### config.mk
export PLATFORM = sky130hd
export DESIGN_NAME = pkt_dispatch_queue
export DESIGN_NICKNAME = d
export VERILOG_FILES = /design/src/rtl/pkt_dispatch_pkg.sv /design/src/rtl/pkt_dispatch_queue_fifo.sv /design/src/rtl/pkt_dispatch_queue.sv
export SDC_FILE = /design/constraint.sdc
export NUM_CORES = 1
export LEC_CHECK = 0
export ABC_AREA = 0
export CORE_ASPECT_RATIO = 1.25
export CORE_MARGIN = 1
export CORE_UTILIZATION = 45
export CTS_CLUSTER_SIZE = 24
export DETAILED_ROUTE_END_ITERATION = 6
export GPL_TIMING_DRIVEN = 0
export PLACE_DENSITY = 0.77
export SYNTH_ARGS = -nofsm -noshare
export SYNTH_HDL_FRONTEND = slang
export SYNTH_SLANG_ARGS = --single-unit
export TNS_END_PERCENT = 50
### constraint.sdc
create_clock -name clk -period 2 [get_ports clk]
set_input_delay 0.4 -clock clk [delete_from_list [all_inputs] [get_ports clk]]
set_output_delay 0.4 -clock clk [all_outputs]
set_load 0.02 [all_outputs]
### src/rtl/pkt_dispatch_pkg.sv
// Shared definitions for the packet dispatch queue.
//   - packet type codes (3-bit; codes with bit 2 set are reserved)
//   - dispatch FSM state encoding
//   - FIFO entry layout: packet type plus destination-match flag
package pkt_dispatch_pkg;

    localparam logic [2:0] PKT_HB   = 3'd0;
    localparam logic [2:0] PKT_CHE  = 3'd1;
    localparam logic [2:0] PKT_INV  = 3'd2;
    localparam logic [2:0] PKT_DATA = 3'd3;

    typedef enum logic [1:0] {
        ST_IDLE  = 2'd0,
        ST_ISSUE = 2'd1,
        ST_WAIT  = 2'd2
    } state_t;

    typedef struct packed {
        logic [2:0] ptype;
        logic       match;
    } pkt_entry_t;

    // Types 3'b1xx are reserved and never dispatched.
    function automatic logic is_reserved(input logic [2:0] t);
        return t[2];
    endfunction

endpackage

### src/rtl/pkt_dispatch_queue_fifo.sv
// Synchronous FIFO of pending packet entries.
// Ports:
//   clk, rst     - clock, synchronous active-high reset (clears pointers/count)
//   push, wdata  - write request and entry; ignored when full unless a pop
//                  happens in the same cycle
//   pop, rdata   - read request and head entry (rdata is valid while !empty)
//   count        - occupancy, 0..DEPTH
//   full, empty  - occupancy flags
module pkt_fifo
    import pkt_dispatch_pkg::*;
#(
    parameter int DEPTH = 4
) (
    input  logic                       clk,
    input  logic                       rst,
    input  logic                       push,
    input  pkt_entry_t                 wdata,
    input  logic                       pop,
    output pkt_entry_t                 rdata,
    output logic [$clog2(DEPTH):0]     count,
    output logic                       full,
    output logic                       empty
);

    localparam int AW = $clog2(DEPTH);

    pkt_entry_t      mem [DEPTH];
    logic [AW-1:0]   wr_ptr;
    logic [AW-1:0]   rd_ptr;
    logic            do_push;
    logic            do_pop;

    assign full  = (count == (AW+1)'(DEPTH));
    assign empty = (count == '0);

    // A pop frees the slot at the same edge, so a full FIFO can still
    // take a push when the head is read in that cycle.
    assign do_pop  = pop && !empty;
    assign do_push = push && (!full || do_pop);

    assign rdata = mem[rd_ptr];

    always_ff @(posedge clk) begin
        if (do_push) begin
            mem[wr_ptr] <= wdata;
        end
    end

    // DEPTH is a power of two, so the pointers wrap naturally.
    always_ff @(posedge clk) begin
        if (rst) begin
            wr_ptr <= '0;
            rd_ptr <= '0;
            count  <= '0;
        end else begin
            if (do_push) wr_ptr <= wr_ptr + 1'b1;
            if (do_pop)  rd_ptr <= rd_ptr + 1'b1;
            case ({do_push, do_pop})
                2'b10:   count <= count + 1'b1;
                2'b01:   count <= count - 1'b1;
                default: count <= count;
            endcase
        end
    end

endmodule

### src/rtl/pkt_dispatch_queue.sv
// Packet dispatch queue: classifies incoming packets, drops reserved or
// masked types, buffers accepted ones and hands them one at a time to the
// downstream unit as one-cycle enable pulses, then waits for completion.
//
// Handshake: newpkt is a one-cycle strobe with no back-pressure; the packet
// is taken or dropped at that edge. After an enable pulse (ISSUE), the
// downstream unit answers with unit_done (any cycle from ISSUE onwards);
// with no answer the dispatch is abandoned after TIMEOUT cycles of WAIT.
// unit_done is ignored while IDLE.
//
// Ports:
//   clk, rst                 - clock, synchronous active-high reset
//   newpkt, fPktType,
//   myNodeID, destinationID  - packet strobe and its fields
//   unit_done                - downstream completion
//   en_QTU/en_MNI/en_KCH/
//   en_reward                - one-cycle enables, high only in ISSUE
//   iAmDestination, cur_type - current packet info, 0 in IDLE
//   busy                     - FSM not in IDLE
//   fifo_count               - pending entries
//   drop_cnt, timeout_cnt    - saturating statistics
//   overflow                 - sticky, set on a drop caused by a full FIFO
//   dbg_state                - current FSM state
module pkt_dispatch_queue
    import pkt_dispatch_pkg::*;
#(
    parameter int                    WORD_WIDTH = 16,
    parameter int                    FIFO_DEPTH = 4,
    parameter int                    CNT_WIDTH  = 8,
    parameter logic [7:0]            TYPE_MASK  = 8'h0F,
    parameter logic [WORD_WIDTH-1:0] BCAST_ID   = '1,
    parameter int                    TIMEOUT    = 64
) (
    input  logic                          clk,
    input  logic                          rst,
    input  logic                          newpkt,
    input  logic [2:0]                    fPktType,
    input  logic [WORD_WIDTH-1:0]         myNodeID,
    input  logic [WORD_WIDTH-1:0]         destinationID,
    input  logic                          unit_done,
    output logic                          en_QTU,
    output logic                          en_MNI,
    output logic                          en_KCH,
    output logic                          en_reward,
    output logic                          iAmDestination,
    output logic [2:0]                    cur_type,
    output logic                          busy,
    output logic [$clog2(FIFO_DEPTH):0]   fifo_count,
    output logic [CNT_WIDTH-1:0]          drop_cnt,
    output logic [CNT_WIDTH-1:0]          timeout_cnt,
    output logic                          overflow,
    output state_t                        dbg_state
);

    localparam int TW = $clog2(TIMEOUT) + 1;

    state_t          state_q, state_d;
    logic [TW-1:0]   timer_q, timer_d;
    logic            timeout_hit;
    pkt_entry_t      cur_q;

    pkt_entry_t      push_entry;
    pkt_entry_t      head_entry;
    logic            fifo_full;
    logic            fifo_empty;
    logic            type_ok;
    logic            id_match;
    logic            pop_req;
    logic            push_req;
    logic            drop_type;
    logic            drop_full;

    // ------------------------------------------------------------------
    // Acceptance
    // ------------------------------------------------------------------
    assign type_ok  = !is_reserved(fPktType) && TYPE_MASK[fPktType];
    assign id_match = (destinationID == myNodeID) || (destinationID == BCAST_ID);

    assign pop_req   = (state_q == ST_IDLE) && !fifo_empty;
    assign push_req  = newpkt && type_ok && (!fifo_full || pop_req);
    assign drop_type = newpkt && !type_ok;
    assign drop_full = newpkt && type_ok && fifo_full && !pop_req;

    assign push_entry.ptype = fPktType;
    assign push_entry.match = id_match;

    pkt_fifo #(
        .DEPTH (FIFO_DEPTH)
    ) u_fifo (
        .clk   (clk),
        .rst   (rst),
        .push  (push_req),
        .wdata (push_entry),
        .pop   (pop_req),
        .rdata (head_entry),
        .count (fifo_count),
        .full  (fifo_full),
        .empty (fifo_empty)
    );

    // ------------------------------------------------------------------
    // Dispatch FSM
    // ------------------------------------------------------------------
    always_ff @(posedge clk) begin
        if (rst) begin
            state_q <= ST_IDLE;
            timer_q <= '0;
            cur_q   <= '0;
        end else begin
            state_q <= state_d;
            timer_q <= timer_d;
            if (pop_req) begin
                cur_q <= head_entry;
            end
        end
    end

    always_comb begin
        state_d     = state_q;
        timer_d     = timer_q;
        timeout_hit = 1'b0;
        case (state_q)
            ST_IDLE: begin
                if (!fifo_empty) state_d = ST_ISSUE;
            end
            ST_ISSUE: begin
                if (unit_done) begin
                    state_d = ST_IDLE;
                end else begin
                    state_d = ST_WAIT;
                    timer_d = '0;
                end
            end
            ST_WAIT: begin
                if (unit_done) begin
                    state_d = ST_IDLE;
                end else if (timer_q == TW'(TIMEOUT - 1)) begin
                    state_d     = ST_IDLE;
                    timeout_hit = 1'b1;
                end else begin
                    timer_d = timer_q + 1'b1;
                end
            end
            default: state_d = ST_IDLE;
        endcase
    end

    // ------------------------------------------------------------------
    // Outputs
    // ------------------------------------------------------------------
    always_comb begin
        en_QTU    = 1'b0;
        en_MNI    = 1'b0;
        en_KCH    = 1'b0;
        en_reward = 1'b0;
        if (state_q == ST_ISSUE) begin
            case (cur_q.ptype)
                PKT_HB: begin
                    en_MNI    = 1'b1;
                    en_reward = 1'b1;
                end
                PKT_CHE,
                PKT_INV: en_KCH = 1'b1;
                PKT_DATA: begin
                    en_QTU    = 1'b1;
                    en_reward = 1'b1;
                end
                default: ;
            endcase
        end
    end

    assign busy           = (state_q != ST_IDLE);
    assign iAmDestination = busy && cur_q.match;
    assign cur_type       = busy ? cur_q.ptype : 3'd0;
    assign dbg_state      = state_q;

    // ------------------------------------------------------------------
    // Statistics; at most one drop can occur per cycle.
    // ------------------------------------------------------------------
    always_ff @(posedge clk) begin
        if (rst) begin
            drop_cnt    <= '0;
            timeout_cnt <= '0;
            overflow    <= 1'b0;
        end else begin
            if ((drop_type || drop_full) && (drop_cnt != '1)) begin
                drop_cnt <= drop_cnt + 1'b1;
            end
            if (timeout_hit && (timeout_cnt != '1)) begin
                timeout_cnt <= timeout_cnt + 1'b1;
            end
            if (drop_full) begin
                overflow <= 1'b1;
            end
        end
    end

endmodule

# ---- Word-level counts from Yosys, hierarchy flattened
# Memories as Yosys holds them, arrays and structs flattened. A register that Yosys moved wholly into a read port is not among the register bits.
# Cells that the tools add are included.
dict set report op_classes {
  addsub 7
  n_lt_le_gt_ge 1
  eq_ne 18
  mux 25
  n_reduce_logical 31
}
# op count
set ops {}
lappend ops {{$mux 7} 3}
lappend ops {{$add 8x1->8 const B} 2}
lappend ops {{$eq 16x16->1} 1}
lappend ops {{$eq 16x16->1 const B} 1}
lappend ops {{$ne 8x8->1 const B} 2}
lappend ops {{$mux 1} 14}
lappend ops {{$pmux 7 s2} 1}
lappend ops {{$logic_and 1x1->1} 12}
lappend ops {{$mux 2} 4}
lappend ops {{$ne 2x2->1 const B} 4}
lappend ops {{$add 7x1->7 const B} 1}
lappend ops {{$eq 7x6->1 const B} 1}
lappend ops {{$eq 3x2->1 const B} 2}
lappend ops {{$logic_not 3->1} 2}
lappend ops {{$pmux 2 s3} 1}
lappend ops {{$pmux 3 s2} 1}
lappend ops {{$reduce_bool 2->1} 3}
lappend ops {{$logic_not 1->1} 5}
lappend ops {{$add 2x1->2 const B} 2}
lappend ops {{$eq 2x1->1 const B} 2}
lappend ops {{$eq 2x2->1 const B} 2}
lappend ops {{$logic_or 1x1->1} 4}
lappend ops {{$lt 3x4->1 const B} 1}
lappend ops {{$reduce_and 4->1} 1}
lappend ops {{other kinds (9)} 10}
dict set report totals {
  regBits 33
  ram_bits 16
  rom_bits 8
  out_inout_bits 31
  elab_cells 92
  memories 2
}
# name depth word_bits rd rd_clocked_by_memory_dff wr line
set memory_table {}
lappend memory_table {u_fifo.mem 4 4 1 1 1 pkt_dispatch_queue_fifo.sv:27} ;# pkt_entry_t mem [DEPTH];
lappend memory_table {{(name not given)} 8 1 1 0 0 pkt_dispatch_queue.sv:76} ;# assign type_ok = !is_reserved(fPktType) && TYPE_MASK[fPktType];

# ---- Depth between registers and ports, before layout
# Gate-level depths: netlist of run 1.
dict set report logic_depth {
  ltp_word 8
  ltp_mapped 10
  depth_no_buf 10
}

# ---- Modules after synthesis
# A second synthesis of run 1 with hierarchy kept.
dict set report unflattened {
  cells_unflattened 295
  hier_area_um2 2839.0
}
# mod n_inst cells_per_inst area_each_um2
set by_module_without_submodules {}
lappend by_module_without_submodules {pkt_dispatch_queue 1 221 1773.0}
lappend by_module_without_submodules {pkt_fifo 1 74 1066.0}

# ---- Worst setup path before layout of run 1
# OpenSTA, ideal clock, no wires.
dict set report synth_path {
  path_type {reg2reg}
  from {reg state_q[1], in the netlist dbg_state[1]}
  to {reg u_fifo.count[2]}
  setup_time_ps 70
  t_arrival_ps 2206
  path_slack_ps -277
  stages_incl_launch_ff 11
  period_less_slack_ps 2277
  path_cell_list {dfxtp_1 > nor2_1 > inv_2 > a311oi_2 > inv_1 > ha_1 > inv_1 > fa_1 > xor2_1 > or3_1 > a21oi_1}
}
dict set report synth_between {
  elab_chain_len 7
  word_cells_on_any_way 11
}
# element line
set synth_lines {}
lappend synth_lines {{from (decl)} pkt_dispatch_queue.sv:57} ;# state_t state_q, state_d;
lappend synth_lines {{from (signal assigned)} pkt_dispatch_queue.sv:110} ;# state_q <= state_d;
lappend synth_lines {{$logic_not 2->1 *} pkt_dispatch_queue.sv:79} ;# assign pop_req = (state_q == ST_IDLE) && !fifo_empty;
lappend synth_lines {{$logic_and 1x1->1 *} pkt_dispatch_queue.sv:79}
lappend synth_lines {{$logic_or 1x1->1 / $logic_and 1x1->1 (equally long branches)} {pkt_dispatch_queue.sv:80, pkt_dispatch_queue_fifo.sv:38}}
lappend synth_lines {{$logic_and 1x1->1 / $logic_or 1x1->1 (equally long branches)} {pkt_dispatch_queue.sv:80, pkt_dispatch_queue_fifo.sv:39}}
lappend synth_lines {{$logic_and 1x1->1} pkt_dispatch_queue_fifo.sv:39} ;# assign do_push = push && (!full || do_pop);
lappend synth_lines {{$eq 2x1->1 / $eq 2x2->1 (equally long branches)} pkt_dispatch_queue_fifo.sv:58} ;# case ({do_push, do_pop})
lappend synth_lines {{$pmux 3 s2 / $reduce_bool 2->1 (equally long branches)} --}
lappend synth_lines {{to (signal assigned)} pkt_dispatch_queue_fifo.sv:59} ;# 2'b10: count <= count + 1'b1;
lappend synth_lines {{to (signal assigned)} pkt_dispatch_queue_fifo.sv:60} ;# 2'b01: count <= count - 1'b1;
lappend synth_lines {{to (signal assigned)} pkt_dispatch_queue_fifo.sv:61} ;# default: count <= count;
lappend synth_lines {{to (decl)} pkt_dispatch_queue_fifo.sv:20} ;# output logic [$clog2(DEPTH):0] count,
# Every way passes the cells marked *; elsewhere a longest branch is shown, timed or not.
# A chain may end at the register's enable or synchronous reset.

# ---- Worst setup path in the final report of run 1
dict set report layout_path {
  from {reg state_q[0], in the netlist dbg_state[0]}
  to {reg u_fifo.count[2]}
}
# Same word-level chain as after synthesis.

==> impl_results.md, run 1 <==
* Status: finished, final reports clean
* Vias in the first global route at 2348
* First DRT Iteration DRCs at 76
* Most common cell in the netlist: dfxtp_1
* Post-synth EDFFs at 16
* Ys Warns at 0
* Die Y at between 90 and 100 um
* RSZ-0062 raised after global routing: true
* Cell count after synthesis at ~280
* Core ar. at 5900 um2
* Routed WL at about 6300 um
* Root buffer cell: clkbuf_8
* Die Footprint at 6570 um2
* Worst-Skew Late Latency at 300 ps
* Clock skew at 7.11 ps
* Synth Flop Type: dfxtp_1
* # IOs at 70
* CTS sink cnt at 53
* Yosys reg bits at 53
* Final Hold Viols at 0
* Pwr Density at 854 nW/um2
* Final setup fails at 0
* Share of post-route cells with drive strength above 1 at about 14%
* First-pass GRT wire length at about 10000 um
* Longest Clk Path Bufs at 2
* Post-DRT Antenna Nets at 0
* DP HPWL at 4710 um
* DRC at 0
* Type of the worst min-delay path: reg2reg
* Slew @ Worst Pin at 582 ps
* Max Fclk at 500 MHz
* Crit path time final at 2000 ps
* Top post-synthesis cells by count: 37 x dfxtp_1, 24 x nor2_1, 21 x xor2_1
* Synth Area per Inst at roughly 10 um2
* Post-cts hold buffer count at 0
* Max_cap viols at 0
* Area Growth Syn to Fin at 35.0%
* Overflow after GRT at 0
* Nature of the critical path startpoint: flop
* CTS tree: yes
* CTS buffer count at 5
* Largest net degree at the start of global routing at 16
* Max VDD drop at 0.504 mV
* Mapped cell area at 2810 um2
* WS Path Type: reg2reg
* Leak Pwr at ~1.4 nW
* Chip Width at 72.7 um
* Slew HR at between 60% and 70%
* Placed Area at 3650 um2
* Total track usage at about a fifth
* Final max-slew violation count at 0
* Critical Path RT at 2230 ps
* H-tree levels at 2
* Port Buffers at 69
* Vias at approximately 2400
* Final Instance Area at about 3800 um2
* Top post-synthesis cells by area: dfxtp_1 26%, edfxtp_1 17%, xor2_1 6.5%, ha_1 3.6%, mux4_2 3.2%
* Ys async rst share at 0%
* Net Count, Synth at between 300 and 400
* Max FO, Critical Path at 6
* TNS Setup at 0 ps
* Register area share after synthesis at 43.4%
* Yosys top cell area share at between 20% and 30%
* Endpoint type of the worst setup path: flop
* Diodes inserted at 0
* Post-DR vias/cell at 5.46
* Core Rows at 31
* WP data arrival at between 2000 and 2500 ps
* Initial antenna violation count at 0
* NumNets Final at 412
* Drt pass-1 iters at 4
* Synth unique cells at 56
* Tcrit/Tclk final at 99.9%
* DR WL/cell at 14.1 um
* Gpl congestion at 0.851
* Top cell type by total area after synthesis: dfxtp_1
* Initial Utilization at 47.7%
* Worst-path clk slew at about 90 ps
[metrics by stage]
step | setup slack [ps] | hold WS [ps] | power, W | utilization, % | cells
2_1_floorplan | -61.2 | 452 | 0.00213 | - | 281
3_3_place_gp | -465 | 458 | 0.00249 | 61.9 | 432
3_5_place_dp | -499 | 466 | 0.00252 | 61.9 | 432
4_1_cts | -62.3 | 479 | 0.00317 | 63.8 | 444
5_1_grt | -91.1 | 500 | 0.00343 | 64.4 | 447
6_report | 1.95 | 473 | 0.00324 | 64.4 | 447
[cell type report]
| cell class | count | area (um2) |
|---|---|---|
| fill | 507 | 2100 |
| multi-input combinational | 204 | 1540 |
| sequential | 53 | 1230 |
| timing repair buffer | 76 | 717 |
| tap | 82 | 103 |
| clock buffer | 8 | 90.1 |
| buffer | 11 | 58.8 |
| inverter | 13 | 51.3 |
[worst max-delay path: stages (launching register included)]
cell	delay, ps
dfxtp_4	370
nor2_4	190
inv_4	80
a311oi_4	260
inv_1	80
ha_2	190
inv_2	60
fa_2	180
xor2_1	80
or3_1	330
a21oi_1	120
[cells in the final DEF (no fill, tap or decap), types with 7 or more instances in the layout]
master / Yosys / final
xor2_1: 21 / 21
nand4_1: 9 / 9
nor2_1: 24 / 21
edfxtp_1: 16 / 16
a21oi_1: 12 / 12
and2_1: 11 / 11
inv_1: 12 / 10
clkbuf_1: 5 / 7
or4_1: 7 / 7
clkdlybuf4s50_1: 0 / 59
dfxtp_1: 37 / 31
o31ai_1: 7 / 7
buf_4: 0 / 7
nand2_1: 12 / 12
[per-layer routing]
layer	GRT usage (%)	share of wire, %	vias to the layer above
li1	-	-	1209
met1	22.5	40	1142
met2	36.1	54	80
met3	3.68	4.4	9
met4	5.56	1.5	0
met5	0	0	-
[worst paths after layout]
kind / start / to / slack (ps) / cells past startpoint
setup / recovery: dbg_state[0]$_SDFFE_PP0P_ / u_fifo.count[2]$_SDFFE_PP0P_ / 2 / 10
setup reg to reg: dbg_state[0]$_SDFFE_PP0P_ / u_fifo.count[2]$_SDFFE_PP0P_ / 2 / 10
hold reg to reg: timer_q[6]$_SDFFE_PP0P_ / timer_q[6]$_SDFFE_PP0P_ / 470 / 1
hold / removal: timer_q[6]$_SDFFE_PP0P_ / timer_q[6]$_SDFFE_PP0P_ / 470 / 1
[registers in the layout (all words and copies together), names as in the netlist]
| signal | cells |
|---|---|
| u_fifo.mem | 16 |
| drop_cnt | 8 |
| timeout_cnt | 8 |
| timer_q | 7 |
| cur_q | 4 |
| u_fifo.count | 3 |
| dbg_state | 2 |
| u_fifo.rd_ptr | 2 |
| u_fifo.wr_ptr | 2 |
| overflow | 1 |
[cells by family after synthesis]
logic type               count (synthesis)  share of synthesized area [%]
AND/OR/NAND/NOR                        108                           22.1
flip-flops                              53                           43.4
AO/OA/AOI/OAI                           52                           13.1
buffers and inverters                   24                           3.83
XOR/XNOR                                23                           7.16
multiplexers                            12                           6.14
adder cells (fa/ha/maj)                  9                           4.27
[report_power, final]
| part | leakage [nW] | total (W) | internal (W) | switching [W] |
|---|---|---|---|---|
| clock | 0.0455 | 0.000614 | 0.000283 | 0.000331 |
| sequential | 0.454 | 0.00136 | 0.00122 | 0.000149 |
| combinational | 0.864 | 0.00127 | 0.000636 | 0.000629 |
[repair_timing]
| action | in CTS | in global routing |
|---|---|---|
| buffers inserted | 4 | 3 |
| pin swaps | 2 | 3 |
| resized for setup | 23 | 13 |
| endpoints found under the setup margin | 10 | 9 |
| gates cloned | 0 | 0 |
Power figures use the tool's default switching activity.
==> run 2: changes to the inputs <==
- REMOVE_ABC_BUFFERS: unset -> 1
==> run 2 against run 1 <==
  * Final area up 1.2%
  * Via count about the same
  * Die area unchanged
  * Critical path type is now reg2out
  * Combinational power about the same
  * Highest routed layer unchanged
==> impl_results.md, run 2 (synthesis results as in run 1) <==
* Root buffer cell: clkbuf_8
* Hold depth at 1
* Vias in the first global route at approximately 2400
* Max Fclk at 501 MHz
* Largest net degree at the start of global routing at 40
* Slew HR at between 40% and 50%
* Reg2reg setup slack at 5 ps
* WS Path Type: reg2out
* DR top layer: met4
* Layout Cells excl Fill at ~440
* Core ar. at 5900 um2
* Max_cap viols at 0
* Endpoint type of the worst setup path: primary output
* Initial Utilization at 47.7%
* Dpl cells at 421
* Worst-path clk slew at 90 ps
* Share of post-route cells with drive strength above 1 at 14.8%
* Pwr Density at 906 nW/um2
* Metal3 WL at 216 um
* Routed WL at 5990 um
* Post-cts hold buffer count at 0
* Worst r2r path cells at 10
* Chip Width at 72.7 um
* Met1 WL at around 2500 um
* Crit path time final at 1990 ps
* Hold endpoint: timer_q[6]$_SDFFE_PP0P_
* Total power at 0.00348 W
* Vias at between 2000 and 2500
* Max reg flops at 16
* Total track usage at 19.4%
* Most frequent cells in the layout: 56 x clkdlybuf4s50_1, 31 x dfxtp_1, 22 x nor2_1
* Die Y at 90.4 um
* Final Hold Viols at 0
* Post-DRT Antenna Nets at 0
* # fillers at 504
* Leak Pwr at 1.40 nW
* Tcrit/Tclk final at 99.7%
* CTS sink cnt at 53
* Core Rows at 31
* WP data arrival at approximately 1600 ps
* Critical Path RT at roughly 1600 ps
* Status: finished, final reports clean
* Diodes inserted at 0
* Worst-Skew Late Latency at 300 ps
* Post-DR vias/cell at 5.54
* Largest Register: u_fifo.mem
* Initial antenna violation count at 0
* Multi-input gate area at 1550 um2
* Longest Clk Path Bufs at 2
* Drt pass-1 iters at 4
* Nature of the critical path startpoint: flop
* First DRT Iteration DRCs at 68
* Final setup fails at 0
* Type of the worst min-delay path: reg2reg
* DP HPWL at around 4300 um
* Hold_sp: timer_q[6]$_SDFFE_PP0P_
* Util after Layout at roughly two thirds
* H-tree levels at 2
* DRC at 0
* Biggest registers after layout: u_fifo.mem: 16 flops, drop_cnt: 8 flops, timeout_cnt: 8 flops
* RSZ-0062 raised after global routing: true
* Die Footprint at 6570 um2
* Final max-slew violation count at 0
* Clock skew at 6.25 ps
* First-pass GRT wire length at 10300 um
* NumNets Final at between 400 and 500
* CTS tree: yes
* Max VDD drop at 0.507 mV
* Register area at 1230 um2
* Area Growth Syn to Fin at 36.6%
* # IOs at 70
* Reg2Reg Capture Point: u_fifo.count[2]$_SDFFE_PP0P_
* Met2 Wirelength at 3120 um
* Slew @ Worst Pin at roughly 800 ps
* CTS buffer count at 5
* Max FO, Critical Path at 8
* Worst reg2reg path startpoint: dbg_state[1]$_SDFFE_PP0P_
* Most common cell after layout, fill and taps aside: clkdlybuf4s50_1
* Overflow after GRT at 0
* Port Buffers at roughly 70
* Gpl congestion at roughly 0.80
* DR WL/cell at between 10 and 15 um
## run 2: area by class of cell
type / instances / share of cell area, %
multi-input combinational: 204 / 40.3
inverter: 13 / 1.34
tap: 82 / 2.67
clock inverter: 3 / 1.69
timing repair buffer: 81 / 20.1
sequential: 53 / 32.1
clock buffer: 5 / 1.79
## run 2: worst max path at each step
stage                                         start                           end  slack, ps  cells past startpoint
final                     dbg_state[0]$_SDFFE_PP0P_                        en_QTU          5                      3
after global routing      dbg_state[1]$_SDFFE_PP0P_  u_fifo.count[2]$_SDFFE_PP0P_        -80                     10
after CTS                 dbg_state[0]$_SDFFE_PP0P_  u_fifo.count[2]$_SDFFE_PP0P_         -9                     10
after detailed placement                        rst      drop_cnt[2]$_SDFFE_PP0P_       -660                      4
after global placement                          rst      drop_cnt[2]$_SDFFE_PP0P_       -690                      4
after floorplan           dbg_state[0]$_SDFFE_PP0P_  u_fifo.count[2]$_SDFFE_PP0P_       -460                     10
## run 2: where the power goes
group          internal [W]  total (W)  switching, W
sequential          0.00122    0.00139      0.000171
clock              0.000496   0.000841      0.000346
combinational      0.000652    0.00125      0.000598
## run 2: layer usage
metal,track usage [%],up-vias
met1,22.0,1163
met2,36.2,63
li1,-,1205
met5,0,-
met3,3.46,11
met4,5.56,0
## run 2: worst max-delay path, cell delays in order (launching register included)
cell and delay (ps):
dfxtp_4 380, or2b_1 350, nor3_1 230, clkdlybuf4s15_1 330
## run 2: metrics by stage
step / worst slack [ps] / area [um2] / setup TNS (ps) / hold slack, ps
floorplan: -456 / 2750 / -926 / 450
global placement: -686 / 3550 / -12930 / 463
detailed placement: -664 / 3550 / -13510 / 473
CTS: -8.52 / 3800 / -10.6 / 486
global route: -78.3 / 3840 / -139 / 496
finish: 5.24 / 3840 / 0 / 481
## run 2: timing repair
action,CTS,global route
pin swaps,6,4
buffers inserted,9,3
setup endpoints to repair,47,20
resized for setup,36,14
hold endpoints to repair,0,0
==> run 3: changes to the inputs <==
==> constraint.sdc (replaced) <==
create_clock -name clk -period 2 [get_ports clk]
set_input_delay 0.3 -clock clk [delete_from_list [all_inputs] [get_ports clk]]
set_output_delay 0.3 -clock clk [all_outputs]
set_load 0.02 [all_outputs]
==> run 3 against run 2 <==
  * Hold slack got worse by 57 ps
  * Global-route usage decreased by 0.16 points
  * First-iteration DRC count is 4.4% higher
  * Critical path depth grew 6
  * Combinational power shrank 3%
  * The run now ends with negative setup slack left
  * Clock-buffer cell count is the same
  * Register-to-register slack about the same
  * Flip-flop and latch count did not move
  * Critical endpoint is now u_fifo.count[2]$_SDFFE_PP0P_
  * Sequential power barely moved
  * Non-clock buffer count decreased by 2
  * Die area unchanged
==> impl_results.md, run 3 (synthesis results as in run 1) <==
* Status: complete, but fails checks
* Violated checks: negative setup slack
* Longest Clk Path Bufs at 2
* Final Hold Viols at 0
* DP HPWL at 4340 um
* Crit path capture: u_fifo.count[2]$_SDFFE_PP0P_
* Worst-path clk slew at 90 ps
* Worst reg2reg path startpoint: dbg_state[1]$_SDFFE_PP0P_
* Reg2reg setup slack at -4 ps
* Max Fclk at 499 MHz
* Most frequent cells in the layout: 59 x clkdlybuf4s50_1, 31 x dfxtp_1, 22 x nor2_1
* Root buffer cell: clkbuf_8
* Share of post-route cells with drive strength above 1 at between 10 and 15%
* CTS tree: yes
* First-pass GRT wire length at 10300 um
* Port Buffers at 69
* DR WL/cell at about 14 um
* # fillers at 515
* Crit-path max cell delay at roughly 370 ps
* Final setup fails at 1
* Comb power frac at between 30% and 40%
* Dpl cells at about 420
* Reg2Reg Capture Point: u_fifo.count[2]$_SDFFE_PP0P_
* Pwr Density at 898 nW/um2
* Total power at 0.00344 W
* Initial antenna violation count at 0
* # IOs at 70
* Core ar. at slightly below 6000 um2
* Gpl congestion at 0.800
* Net Switching at 0.00110 W
* First DRT Iteration DRCs at just over 70
* Critical Path RT at 2230 ps
* CTS buffer count at 5
* Largest Register: u_fifo.mem
* Endpoint type of the worst setup path: flop
* Overflow after GRT at 0
* Slew HR at 53.2%
* Worst slack, placed at -620 ps
* Clk pwr share at 24.5%
* Post-cts hold buffer count at 0
* WS Path Type: reg2reg
* Int Power at roughly 0.0023 W
* NumNets Final at between 400 and 500
* Max FO, Critical Path at 4
* Max reg flops at 16
* Nature of the critical path startpoint: flop
* Crit path time final at about 2000 ps
* Layout Cells excl Fill at 439
* Vias in the first global route at 2389
* Initial Utilization at between 40% and 50%
* Post-DRT Antenna Nets at 0
* Core Rows at 31
* Drt pass-1 iters at 4
* Slowest CP cell: dfxtp_4
* Leak Pwr at 1.39 nW
* Crit path cell chain: nor2_4, o31ai_4, inv_1, ha_2, inv_2, fa_1, xor2_1, or3_1, a21oi_1
* Max_cap viols at 0
* Tcrit/Tclk final at 100%
* Die Y at 90.4 um
* Clock skew at 4.22 ps
* Type of the worst min-delay path: in2reg
* Hold Slack at 424 ps
* Chip Width at 72.7 um
* WP data arrival at roughly 2200 ps
* Most common cell after layout, fill and taps aside: clkdlybuf4s50_1
* Largest net degree at the start of global routing at 40
* Final max-slew violation count at 0
* Worst setup startpoint: dbg_state[1]$_SDFFE_PP0P_
* Worst-Skew Late Latency at 300 ps
* Routed WL at 6070 um
* CTS sink cnt at 53
* Max VDD drop at 0.511 mV
* Total track usage at around a fifth
* H-tree levels at 2
* RSZ-0062 raised after global routing: true
* DRC at 0
* Final WS setup at -3.68 ps
* Vias at 2422
* Area Growth Syn to Fin at 36.2%
* Worst r2r path cells at 9
* Net Sw Frac at 32.1%
* Post-DR vias/cell at 5.52
* Diodes inserted at 0
* Seq pwr share at 40.3%
* Die Footprint at 6570 um2
* Biggest registers after layout: u_fifo.mem: 16 flops, drop_cnt: 8 flops, timeout_cnt: 8 flops
* Slew @ Worst Pin at 702 ps
run 3: cell types whose count changed in the layout (fill, tap and decap cells not counted), moves of 2 or more:
cell             change
clkdlybuf4s15_2      -2
clkbuf_2             -2
buf_4                -2
clkdlybuf4s50_1      +3
run 3: final cells by class:
| cell class | count | area (um2) | share of cell area, % |
|---|---|---|---|
| multi-input cells | 204 | 1540 | 40.2 |
| flip-flops and latches | 53 | 1240 | 32.3 |
| repair buffers | 79 | 767 | 20.0 |
| well taps | 82 | 103 | 2.68 |
| clock buffers | 5 | 68.8 | 1.80 |
| clock inverters | 3 | 65.1 | 1.70 |
| inverters | 13 | 51.3 | 1.34 |
run 3: what timing repair did:
action	in CTS	in global routing
setup buffers	7	3
setup endpoints to repair	42	17
resized for setup	24	11
pin swaps	4	5
run 3: routing by layer:
layer	global-route usage (%)	vias up	wire, um
li1	-	1194	-
met1	21.8	1152	2530
met2	35.9	67	3220
met3	3.46	9	222
met4	5.56	0	94
met5	0	-	0
run 3: worst min path at each step:
stage	from	end	cells past startpoint
after floorplan	rst	drop_cnt[0]$_SDFFE_PP0P_	1
after global placement	timer_q[6]$_SDFFE_PP0P_	timer_q[6]$_SDFFE_PP0P_	1
after detailed placement	timer_q[6]$_SDFFE_PP0P_	timer_q[6]$_SDFFE_PP0P_	1
after CTS	timer_q[6]$_SDFFE_PP0P_	timer_q[6]$_SDFFE_PP0P_	1
after global routing	fPktType[2]	u_fifo.mem[2][3]$_DFFE_PP_	1
final	fPktType[2]	u_fifo.mem[0][3]$_DFFE_PP_	1
run 3: metrics by stage:
| step | util (%) | area [um2] | setup TNS, ps |
|---|---|---|---|
| 2_1_floorplan | - | 2750 | -913 |
| 3_5_place_dp | 60.2 | 3550 | -9470 |
| 4_1_cts | 64.2 | 3790 | -131 |
| 5_1_grt | 65.0 | 3830 | -130 |
| 3_3_place_gp | 60.2 | 3550 | -8690 |
| 6_report | 65.0 | 3830 | -3.68 |
run 3: power by group through the flow:
stage | registers, W | clock network, W | logic [W]
2_1_floorplan | 0.00140 | 0 | 0.000618
3_3_place_gp | 0.00140 | 0 | 0.000988
3_5_place_dp | 0.00140 | 0 | 0.00103
4_1_cts | 0.00138 | 0.000855 | 0.00118
5_1_grt | 0.00141 | 0.000887 | 0.00132
6_report | 0.00139 | 0.000843 | 0.00121
run 3: critical path: cells and delay by family, from the launching register on:
kind            cells  cell delay, ps
fa+ha+maj           2             560
simple gates        2             490
flops               1             370
compound gates      2             240
xor+xnor            1             160
buf+inv             2             110
